==> src/rtl/note_sequencer.sv <==
// note_sequencer: note-code source for the DE1-SoC player's seven-segment decoder
// and square-wave tone generator.
//   Manual mode (IDLE): the switch code is registered straight through.
//   Play mode: steps an 8-note scale (DO1..DO2) with a programmable note length,
//   a silent gap at the end of every note, pause/resume, stop and loop.
// Ports:
//   clk, rst_n         system clock, asynchronous active-low reset
//   sw[3:0]            manual note code (used in IDLE only)
//   start/stop/pause   1-cycle control pulses (priority stop > pause > start)
//   loop_en            replay from step 0 after step 7
//   tempo_sel[1:0]     note length = NOTE_BASE << tempo_sel ticks
//   note_code[3:0]     code for display decoder and tone gen (bit0 = sound)
//   half_period[16:0]  tone half-period in clk cycles, 0 = silent
//   step_idx[2:0]      current melody step
//   busy               high in NOTE, GAP, PAUSED
//   done               1-cycle pulse on natural end of the melody
module note_sequencer #(
  parameter int unsigned TICK_DIV  = 50000,
  parameter int unsigned NOTE_BASE = 125,
  parameter int unsigned GAP_TICKS = 20
) (
  input  logic        clk,
  input  logic        rst_n,
  input  logic [3:0]  sw,
  input  logic        start,
  input  logic        stop,
  input  logic        pause,
  input  logic        loop_en,
  input  logic [1:0]  tempo_sel,
  output logic [3:0]  note_code,
  output logic [16:0] half_period,
  output logic [2:0]  step_idx,
  output logic        busy,
  output logic        done
);

  localparam int unsigned PRESC_W = (TICK_DIV > 1) ? $clog2(TICK_DIV) : 1;
  // Longest note is NOTE_BASE << 3 ticks.
  localparam int unsigned TICK_W  = $clog2(NOTE_BASE * 8 + 1);
  localparam int unsigned CODE_W  = 4;
  localparam int unsigned HP_W    = 17;
  localparam int unsigned STEP_W  = 3;

  typedef enum logic [1:0] {
    S_IDLE   = 2'd0,
    S_NOTE   = 2'd1,
    S_GAP    = 2'd2,
    S_PAUSED = 2'd3
  } state_e;

  state_e              state_q, state_d;
  state_e              saved_q, saved_d;
  logic [PRESC_W-1:0]  presc_q, presc_d;
  logic [TICK_W-1:0]   tick_q, tick_d;
  logic [TICK_W-1:0]   len_q, len_d;
  logic [STEP_W-1:0]   step_q, step_d;
  logic [CODE_W-1:0]   note_code_q, note_code_d;
  logic [HP_W-1:0]     half_period_q, half_period_d;
  logic                busy_q, busy_d;
  logic                done_q, done_d;

  logic                presc_last_c;
  logic                expire_c;
  logic [TICK_W-1:0]   tick_end_c;
  logic [TICK_W-1:0]   len_sel_c;

  // Scale step to note code (DO1 .. DO2).
  function automatic logic [CODE_W-1:0] scale_code(input logic [STEP_W-1:0] s);
    logic [CODE_W-1:0] c;
    case (s)
      3'd0:    c = 4'b0001;
      3'd1:    c = 4'b0011;
      3'd2:    c = 4'b0101;
      3'd3:    c = 4'b1001;
      3'd4:    c = 4'b0111;
      3'd5:    c = 4'b1011;
      3'd6:    c = 4'b1101;
      default: c = 4'b1111;
    endcase
    return c;
  endfunction

  // Note code to tone half-period at 50 MHz; bit0 clear means silent.
  function automatic logic [HP_W-1:0] hp_decode(input logic [CODE_W-1:0] code);
    logic [HP_W-1:0] hp;
    case (code)
      4'b0001: hp = 17'd95556;
      4'b0011: hp = 17'd85131;
      4'b0101: hp = 17'd75843;
      4'b1001: hp = 17'd71586;
      4'b0111: hp = 17'd63776;
      4'b1011: hp = 17'd56818;
      4'b1101: hp = 17'd50619;
      4'b1111: hp = 17'd47778;
      default: hp = '0;
    endcase
    return hp;
  endfunction

  // State and counter registers.
  always_ff @(posedge clk or negedge rst_n) begin
    if (!rst_n) begin
      state_q       <= S_IDLE;
      saved_q       <= S_IDLE;
      presc_q       <= '0;
      tick_q        <= '0;
      len_q         <= '0;
      step_q        <= '0;
      note_code_q   <= '0;
      half_period_q <= '0;
      busy_q        <= 1'b0;
      done_q        <= 1'b0;
    end else begin
      state_q       <= state_d;
      saved_q       <= saved_d;
      presc_q       <= presc_d;
      tick_q        <= tick_d;
      len_q         <= len_d;
      step_q        <= step_d;
      note_code_q   <= note_code_d;
      half_period_q <= half_period_d;
      busy_q        <= busy_d;
      done_q        <= done_d;
    end
  end

  // Next-state, timer and output decode.
  always_comb begin
    state_d       = state_q;
    saved_d       = saved_q;
    presc_d       = presc_q;
    tick_d        = tick_q;
    len_d         = len_q;
    step_d        = step_q;
    done_d        = 1'b0;
    note_code_d   = '0;
    half_period_d = '0;
    busy_d        = 1'b0;

    presc_last_c = (presc_q == PRESC_W'(TICK_DIV - 1));
    tick_end_c   = (state_q == S_NOTE) ? (len_q - TICK_W'(1)) : TICK_W'(GAP_TICKS - 1);
    expire_c     = presc_last_c && (tick_q == tick_end_c);
    len_sel_c    = (TICK_W'(NOTE_BASE) << tempo_sel) - TICK_W'(GAP_TICKS);

    case (state_q)
      S_IDLE: begin
        if (start) begin
          state_d = S_NOTE;
          step_d  = '0;
          presc_d = '0;
          tick_d  = '0;
          len_d   = len_sel_c;
        end
      end

      S_NOTE, S_GAP: begin
        if (presc_last_c) begin
          presc_d = '0;
          tick_d  = tick_q + TICK_W'(1);
        end else begin
          presc_d = presc_q + PRESC_W'(1);
        end
        if (expire_c) begin
          presc_d = '0;
          tick_d  = '0;
          if (state_q == S_NOTE) begin
            state_d = S_GAP;
          end else if ((step_q != 3'd7) || loop_en) begin
            // Step 7 wraps to 0 when looping.
            state_d = S_NOTE;
            step_d  = step_q + STEP_W'(1);
            len_d   = len_sel_c;
          end else begin
            state_d = S_IDLE;
            step_d  = '0;
            done_d  = 1'b1;
          end
        end
        // The expiring transition completes first; pause then parks in the new state.
        if (pause && (state_d != S_IDLE)) begin
          saved_d = state_d;
          state_d = S_PAUSED;
        end
      end

      S_PAUSED: begin
        if (pause) begin
          state_d = saved_q;
        end
      end

      default: state_d = S_IDLE;
    endcase

    if (stop) begin
      state_d = S_IDLE;
      step_d  = '0;
      presc_d = '0;
      tick_d  = '0;
      done_d  = 1'b0;
    end

    case (state_d)
      S_IDLE:  note_code_d = sw;
      S_NOTE:  note_code_d = scale_code(step_d);
      default: note_code_d = '0;
    endcase
    half_period_d = hp_decode(note_code_d);
    busy_d        = (state_d != S_IDLE);
  end

  assign note_code   = note_code_q;
  assign half_period = half_period_q;
  assign step_idx    = step_q;
  assign busy        = busy_q;
  assign done        = done_q;

endmodule

==> config.mk <==
export PLATFORM = sky130hd
export DESIGN_NAME = note_sequencer
export DESIGN_NICKNAME = d
export VERILOG_FILES = /design/src/rtl/note_sequencer.sv
export SDC_FILE = /design/constraint.sdc
export NUM_CORES = 1
export LEC_CHECK = 0
export ABC_AREA = 1
export CORE_UTILIZATION = 45
export CTS_BUF_LIST = sky130_fd_sc_hd__clkbuf_16
export DETAILED_ROUTE_END_ITERATION = 10
export PLACE_DENSITY_LB_ADDON = 0.25
export REMOVE_ABC_BUFFERS = 1
export SLEW_MARGIN = 20
export SYNTH_ARGS = -nofsm -noshare
export SYNTH_HDL_FRONTEND = slang
export SYNTH_SLANG_ARGS = --single-unit
export TNS_END_PERCENT = 5
==> constraint.sdc <==
create_clock -name clk -period 7.5 [get_ports clk]
set_input_delay 0.75 -clock clk [delete_from_list [all_inputs] [get_ports clk]]
set_output_delay 0.75 -clock clk [all_outputs]
set_load 0.01 [all_outputs]
* Word-level counts from Yosys, hierarchy flattened *
Memory sizes are Yosys's and may differ from the RTL's. A register that Yosys moved wholly into a read port is not among the register bits.
Cells that the tools add are included.

word-level totals
  bits in writable memories = 0
  latch bits = 0
  input bits = 12
  register bits = 49
  bits in read-only memories = 272
  logic and storage cells = 89
  output and inout bits = 26
  memories kept = 1

cells by class
  shift operators = 1
  multiplexer cells = 38
  bitwise operators = 0
  reduce and logical (&&, ||, !) cells = 16
  equality and inequality tests = 19
  multipliers = 0
  divide/modulo/power cells = 0
  order comparisons = 0
  $add $sub $neg = 5

memory list
  memory           depth  width  rd ports  clocked after memory_dff  write ports  line  RTL
  (no name shown)  16     17     1         1                         0            86    case (code)

operators with widths
  cell                   count
  $mux 10                9
  $mux 16                4
  $pmux 10 s2            2
  $pmux 16 s2            1
  $pmux 4 s7             1
  $add 16x1->16 const B  1
  $eq 16x16->1 const B   1
  $mux 3                 5
  $mux 2                 7
  $add 10x1->10 const B  1
  $eq 10x10->1           1
  $shl 7x2->10 const A   1
  $sub 10x1->10 const B  1
  $sub 10x5->10 const B  1
  $eq 3x3->1 const B     3
  $ne 2x2->1 const B     4
  $pmux 4 s2             1
  $eq 3x2->1 const B     2
  $mux 1                 6
  $ne 3x3->1 const B     2
  $pmux 2 s3             1
  $pmux 3 s2             1
  $reduce_bool 2->1      3
  $reduce_and 5->1       1
  other kinds (14)       19

* Longest topological paths before layout *
Gate-level depths: netlist of run 1.

  word-level depth = 13
  depth in mapped cells = 28
  gate-level depth less buffers = 28

* Worst setup path after synthesis of run 1 *
Ideal clock, no wire load.

  path kind = flip-flop to flip-flop
  from = reg len_q[3]
  to = reg half_period_q[12], in the netlist half_period[12]
  stages on the path, launching flop included = 24
  setup slack = 4.786 ns
  data required time = 7.382 ns
  arrival time = 2.596 ns
  setup time = 0.118 ns
  path through = dfrtp_1 -> inv_1 -> ha_1 -> nand2_1 -> nor2_1 -> nand2_1 -> nand4_1 -> nand2_1 -> nor2_1 -> nand3_2 -> nor2_4 -> nor2_1 -> nor2_2 -> nand2_2 -> nand2_4 -> nand3_4 -> a21oi_2 -> nand2_2 -> nand2_4 -> inv_2 -> nand2_2 -> nand2_1 -> nand2_1 -> nand2_1

between the ends
  word-level cells in the longest chain between the ends = 13
  elaborated cells between the ends (all ways) = 25
  those cells by class = 1 x add/sub; 8 x eq/ne; 11 x mux; 5 x reduce/logical

RTL lines
  element                                        line  RTL
  start: declaration                             55    logic [TICK_W-1:0] len_q, len_d;
  start signal: assignment                       118   len_q <= len_d;
  $sub 10x1->10 (*)                              141   tick_end_c = (state_q == S_NOTE) ? (len_q - TICK_W'(1)) : TICK_W'(GAP_TICKS - 1);
  $mux 10 (*)                                    141
  $eq 10x10->1 (*)                               142   expire_c = presc_last_c && (tick_q == tick_end_c);
  $logic_and 1x1->1 (*)                          142
  $mux 2                                         163   if (expire_c) begin
  $mux 2                                         145   case (state_q)
  $reduce_bool 2->1                              180   if (pause && (state_d != S_IDLE)) begin
  $logic_and 1x1->1                              180
  $mux 2                                         180
  $pmux 2 s3                                     145
  $mux 2                                         195   if (stop) begin
  $eq 2x1->1 or $logic_not 2->1 (tied branches)  203   case (state_d)
  $pmux 4 s2 (*)                                 203
  net note_code_d[2]                             57    logic [CODE_W-1:0] note_code_q, note_code_d;
  end: declaration                               58    logic [HP_W-1:0] half_period_q, half_period_d;

Mark *: on every way through the listed nets, which the timed path passes. The rest lies on a longest branch. The select of a mux whose other input is x is not followed.
A chain may end at the register's enable or synchronous reset.

* Worst setup path in the final report of run 1 *
  from = reg state_q[1]
  to = reg half_period_q[12], in the netlist half_period[12]

between the ends
  word-level cells in the longest chain between the ends = 13
  elaborated cells between the ends (all ways) = 33
  those cells by class = 11 x eq/ne; 15 x mux; 7 x reduce/logical

RTL lines
  element                                        line           RTL
  start: declaration                             51             state_e state_q, state_d;
  start signal: assignment                       114            state_q <= state_d;
  $eq 2x1->1                                     141, 145, 166
  $mux 10                                        141
  $eq 10x10->1                                   142
  $logic_and 1x1->1                              142
  $mux 2                                         163
  $mux 2                                         145
  $reduce_bool 2->1                              180
  $logic_and 1x1->1                              180
  $mux 2                                         180
  $pmux 2 s3                                     145
  $mux 2                                         195
  $eq 2x1->1 or $logic_not 2->1 (tied branches)  203
  $pmux 4 s2 (*)                                 203
  net note_code_d[2]                             57

Marks and branches as above.

==> results of run 1 <==
## metrics by stage
stage | std cells | worst slack, ns
final | 638 | 3.936
after detailed placement | 622 | 4.038
after global routing | 638 | 3.519
after CTS | 638 | 3.986
after global placement | 622 | 4.117
after floorplan | 481 | 4.526
## path summary, 6_finish.rpt
check / from / depth (start not counted) / to / slack [ns]
min in group asynchronous: rst_n / 2 / len_q[1] / 0.59
max in group asynchronous: rst_n / 2 / half_period[1] / 6.38
setup / recovery: state_q[1] / 23 / half_period[12] / 3.94
hold reg to reg: saved_q[0] / 2 / saved_q[0] / 0.50
hold / removal: saved_q[0] / 2 / saved_q[0] / 0.50
setup reg to reg: state_q[1] / 23 / half_period[12] / 3.94
## cells in the final DEF, fill, tap and decap left out, types with 10 or more instances in the layout
cell | netlist | layout
nand3_1 | 38 | 38
o21ai_0 | 14 | 14
inv_1 | 63 | 63
nor2_1 | 47 | 47
a21oi_1 | 16 | 16
dfrtp_1 | 64 | 64
o22ai_1 | 12 | 12
nand2_1 | 125 | 125
nand2_2 | 10 | 10
clkdlybuf4s50_1 | 0 | 36
nor3_1 | 14 | 14
## area by class of cell
class	instances	share of cell area, %
timing repair buffer	39	8.444
clock buffer	9	5.000
tap	102	2.833
multi-input combinational	344	39.75
inverter	73	6.139
sequential	64	35.56
clock inverter	7	2.278
## sequential cells by signal (all words and copies together) (netlist names)
register and count:
half_period 17, presc_q 16, tick_q 10, len_q 8, note_code 4, step_idx 3, saved_q 2, state_q 2
busy 1, done 1
## critical path, cell delays in order (launching register included)
cell	delay [ns]
dfrtp_1	0.39
inv_1	0.13
ha_1	0.64
nand2_1	0.19
nand3_1	0.12
nand2_1	0.07
nor2_1	0.09
nand2_1	0.06
nor2_1	0.15
nand3_2	0.14
nor2_4	0.19
nor2_1	0.07
nor2_2	0.15
nand2_2	0.08
nand2_4	0.10
nand3_4	0.08
a21oi_2	0.21
nand2_2	0.13
nand2_4	0.11
inv_2	0.05
nand2_2	0.09
nand2_1	0.06
nand2_1	0.07
nand2_1	0.07
## layer usage
metal	vias up	share of wire [%]	GRT usage (%)
li1	1669	-	-
met1	1535	48	28.95
met2	58	47	35.25
met3	11	3.5	4.680
met4	0	1.4	7.682
met5	-	0	0
## power groups by stage
stage,Combinational [mW],Sequential (mW),Clock [mW]
after floorplan,0.468,0.497,0
after global placement,0.722,0.479,0
after detailed placement,0.736,0.479,0
after CTS,0.741,0.475,0.469
after global routing,0.830,0.483,0.485
final,0.739,0.475,0.462
## logic make-up after synthesis
kind of cell             count (synthesis)
AO/OA/AOI/OAI                           60
XOR/XNOR                                 9
buffers and inverters                   76
flip-flops                              64
AND/OR/NAND/NOR                        267
adder cells (fa/ha/maj)                  8
==> reports/metrics.yaml, run 1 <==
finClkSkew_ns: 0.005596
grt_pass1_vias: 3251
drive_above_1_share_pct: 11.38
endpoint_kind: "register"
drv_cap: 0
ir_worst_vdd_mv: 0.2335
cts_tree: "done"
synth_top_flop_cell: "dfrtp_1"
setup_viol: 0
hold_viol_final: 0
die_area_sq_um: 8554
synthTopCellsByCount: "125 x nand2_1, 64 x dfrtp_1, 63 x inv_1"
place_area_sq_um: 4177
leakage_nw: 2.142
yosys-mux-area-fraction_pct: 0
regArea_sq_um: 1602
worstMarginPinSlew_ns: 0.8095
seqPwrFrac_pct: 28.3
hp-class: "register to register"
max_freq_mhz: 280.6
track_usage_pct: 21.84
drc: 0
fin_setup_tns_ns: 0
cts-root-buf: "clkbuf_16"
drt_iter0_markers: 158
fin_crit_ns: 3.564
synth_cell_types: 35
drt-pass1-iter-count: 4
total_power_mw: 1.676
wirelength_mm: 8.387
rsz0062_at_grt: "false"
antenna_found_initial: 0
postCtsSetupBuffers: 0
holdBufCountCts: 0
final_core_util_pct: 57.69
fin_hold_ws_ns: 0.5017
power.internal_uw: 988.4
drt-vias-per-instance: 5.130
wl_per_cell_um: 13.15
netlist_instances: 484
postSynthAreaPerCell_sq_um: 7.613
grt_start_max_net_pins: 65
grt_pass1_wl_mm: 14.70
critPathLaunchType: "register"
rows: 32
start_util_pct: 47.20
io_pins: 38
path_clk_slew_ns: 0.06
cts-htree-levels: 3
critical_path_class: "register to register"
yosysMostFrequentCell: "nand2_1"
synth_top_family_by_area: "simple AND/OR/NAND/NOR gates"
ys_warn_count: 0
finalMaxSlewViolations: 0
pwr-share-comb_pct: 44.1
relSlewSlack_pct: 46.03
fillCellCount: 725
overflow: 0
fin_area_sq_um: 4504
synth-seq-cells: 64
synth_edf_count: 0
die_x_um: 92.49
synth_compound_area_share_pct: 9.610
clkSinkCount: 64
yosys.area_share.simple_pct: 34.13
clock_latency_ns: 0.34
synth.area.top_cells: "dfrtp_1 43%, nand2_1 13%, inv_1 6.4%"
coreArea_sq_um: 7807
yosys.area.top_type: "dfrtp_1"
synth_top_cell_area_share_pct: 43.46
ys_seq_area_share_pct: 43.46
numCtsBuffers: 9
fp.dieH_um: 92.49
power.switching_uw: 687.8
dp_hpwl_mm: 6.173
worstPathArrival_ns: 3.78
swShare_pct: 41.03
fin_nets: 551
synth_fa_ha_area_share_pct: 2.716
period_share_pct: 47.52
netlist_area_sq_um: 3685
gp_congestion: 0.8627
syn_to_final_growth_pct: 22.24
multi_input_area_sq_um: 1790
via_count: 3273
clock_power_share_pct: 27.6
postRouteAntennaNets: 0
ctsResizeCount: 0
antenna_cells: 0
status: "finished, final reports clean"
io_buffers: 37
powerDensity_nw_per_um2: 372.1
async_flop_share_pct: 100.0
synth_xor_area_share_pct: 2.139
worstPathMaxFanout: 23
cp.required_ns: 7.72
clockBufferDepth: 2
No activity file was read; power rests on OpenSTA's default activity.
==> run 2, diff against run 1 <==
- clock period: 7.5 -> 3.6 ns (I/O delays scaled with it)
==> reports/metrics.yaml, run 2 (synthesized netlist as in run 1, its figures left out) <==
ff2ff_path_depth: 20  # was 23
rsz0062_at_grt: "false"  # unchanged
rows: 32  # unchanged
drv_cap: 0  # unchanged
regArea_sq_um: 1602  # unchanged
drt_iter0_markers: 254  # was 158
path_clk_slew_ns: 0.06  # about the same
finClkSkew_ns: 0.006046  # was 0.005596 ns
powerDensity_nw_per_um2: 782.0  # was 372.1 nW/um^2
period_share_pct: 92.93  # was 47.52%
critPathLaunchType: "register"  # unchanged
via_count: 3392  # was 3273
track_usage_pct: 22.10  # was 21.84%
clock_latency_ns: 0.33  # was 0.34 ns
clockBufferDepth: 2  # unchanged
antenna_found_initial: 0  # unchanged
wirelength_mm: 8.802  # was 8.387 mm
cts_tree: "done"  # unchanged
numCtsBuffers: 9  # unchanged
clkSinkCount: 64  # unchanged
timing.rr.end: "half_period[3]"  # was half_period[12]
postRouteAntennaNets: 0  # unchanged
coreArea_sq_um: 7807  # unchanged
hold_viol_final: 0  # unchanged
overflow: 0  # unchanged
io_buffers: 37  # unchanged
reg2reg_slack_ns: 0.25  # was 3.94 ns
io_pins: 38  # unchanged
cp-endpoint: "half_period[3]"  # was half_period[12]
dp_hpwl_mm: 6.455  # was 6.173 mm
worstPathMaxFanout: 14  # was 23
die_x_um: 92.49  # unchanged
worstPathArrival_ns: 3.55  # was 3.78 ns
ctsResizeCount: 0  # unchanged
status: "finished, final reports clean"  # unchanged
antenna_cells: 0  # unchanged
largest_register_ffs: 17  # unchanged
fin_crit_ns: 3.345  # was 3.564 ns
die_area_sq_um: 8554  # unchanged
rr_startpoint: "state_q[1]"  # unchanged
holdBufCountCts: 0  # unchanged
hp-class: "input port to async pin"  # was register to register
fin_nets: 553  # was 551
cp.required_ns: 3.81  # was 7.72 ns
setup_viol: 0  # unchanged
leakage_nw: 2.153  # was 2.142 nW
drt-pass1-iter-count: 5  # was 4
gp_congestion: 0.8877  # was 0.8627
ir_worst_vdd_mv: 0.4457  # was 0.2335 mV
cts-htree-levels: 3  # unchanged
drc: 0  # unchanged
fp.dieH_um: 92.49  # unchanged
mostFrequentLayoutCell: "nand2_1"  # unchanged
finalMaxSlewViolations: 0  # unchanged
relSlewSlack_pct: 49.52  # was 46.03%
critical_path_class: "register to register"  # unchanged
startpoint: "state_q[1]"  # unchanged
drive_above_1_share_pct: 11.71  # was 11.38%
endpoint_kind: "register"  # unchanged
drt-vias-per-instance: 5.300  # was 5.130
final_cell_mix: "125 x nand2_1, 64 x dfrtp_1, 63 x inv_1"  # unchanged
start_util_pct: 47.20  # unchanged
multi_input_area_sq_um: 1790  # unchanged
total_power_mw: 3.536  # was 1.676 mW
syn_to_final_growth_pct: 22.72  # was 22.24%
cts-root-buf: "clkbuf_16"  # unchanged
postCtsSetupBuffers: 0  # unchanged
grt_pass1_vias: 3189  # was 3251
wl_per_cell_um: 13.75  # was 13.15 um
fin_setup_tns_ns: 0  # unchanged
worstMarginPinSlew_ns: 0.7571  # was 0.8095 ns
max_freq_mhz: 298.9  # was 280.6 MHz
fillCellCount: 696  # was 725
grt_start_max_net_pins: 34  # was 65
grt_pass1_wl_mm: 14.88  # was 14.70 mm
run 2: routing by layer:
metal	part of all wire (%)	global-route usage, %	vias up
li1	-	-	1692
met1	47	30.04	1589
met2	47	35.99	100
met3	4.5	3.859	11
met4	1.4	6.771	0
met5	0	0	-
run 2: layout make-up:
| type | instances | area share, % |
|---|---|---|
| Timing Repair Buffer | 41 | 8.744 |
| Sequential cell | 64 | 35.42 |
| Clock buffer | 9 | 4.981 |
| Tap cell | 102 | 2.822 |
| Clock inverter | 7 | 2.324 |
| Inverter | 73 | 6.115 |
| Multi-Input combinational cell | 344 | 39.60 |
run 2: how the worst min path moves through the flow:
stage,slack (ns),from,cells past startpoint,endpoint
floorplan,0.06,rst_n,0,busy
global route,0.18,rst_n,1,len_q[6]
detailed placement,0.47,rst_n,1,len_q[3]
CTS,0.12,rst_n,1,len_q[3]
finish,0.1,rst_n,1,len_q[3]
global placement,0.46,rst_n,1,len_q[4]
run 2: through the flow:
step | std cells | hold WS, ns | util, % | cell area, sq um | setup slack (ns)
6_report | 640 | 0.09599 | 57.92 | 4522 | 0.2546
5_1_grt | 640 | 0.1768 | 57.92 | 4522 | 0.01389
3_3_place_gp | 624 | 0.4616 | 53.69 | 4192 | 0.4758
2_1_floorplan | 481 | 0.06441 | - | 3669 | 0.6259
3_5_place_dp | 624 | 0.4745 | 53.69 | 4192 | 0.2997
4_1_cts | 640 | 0.1184 | 57.92 | 4522 | 0.2929
run 2: critical path, cell delays in order (launching register included):
cell and delay [ns]:
dfrtp_1 0.39, inv_1 0.13, ha_1 0.49, buf_4 0.26, nand3_1 0.09, nand2_1 0.06, nand2_1 0.08, nor2_2 0.12
nand3_2 0.12, nor2_4 0.22, nand2_2 0.10, nand2_1 0.11, nand2_2 0.08, nand2_4 0.10, nand3_4 0.08, a21oi_2 0.20
nand2_1 0.10, nand2_2 0.17, inv_2 0.11, nand2_2 0.10, nand2_1 0.08
run 2: report_power, final:
part           total, mW  switching (mW)  leakage [nW]  internal [mW]
Sequential         0.995           0.101         0.843          0.894
Clock              0.958           0.344         0.158          0.614
Combinational       1.58            1.01          1.15          0.574
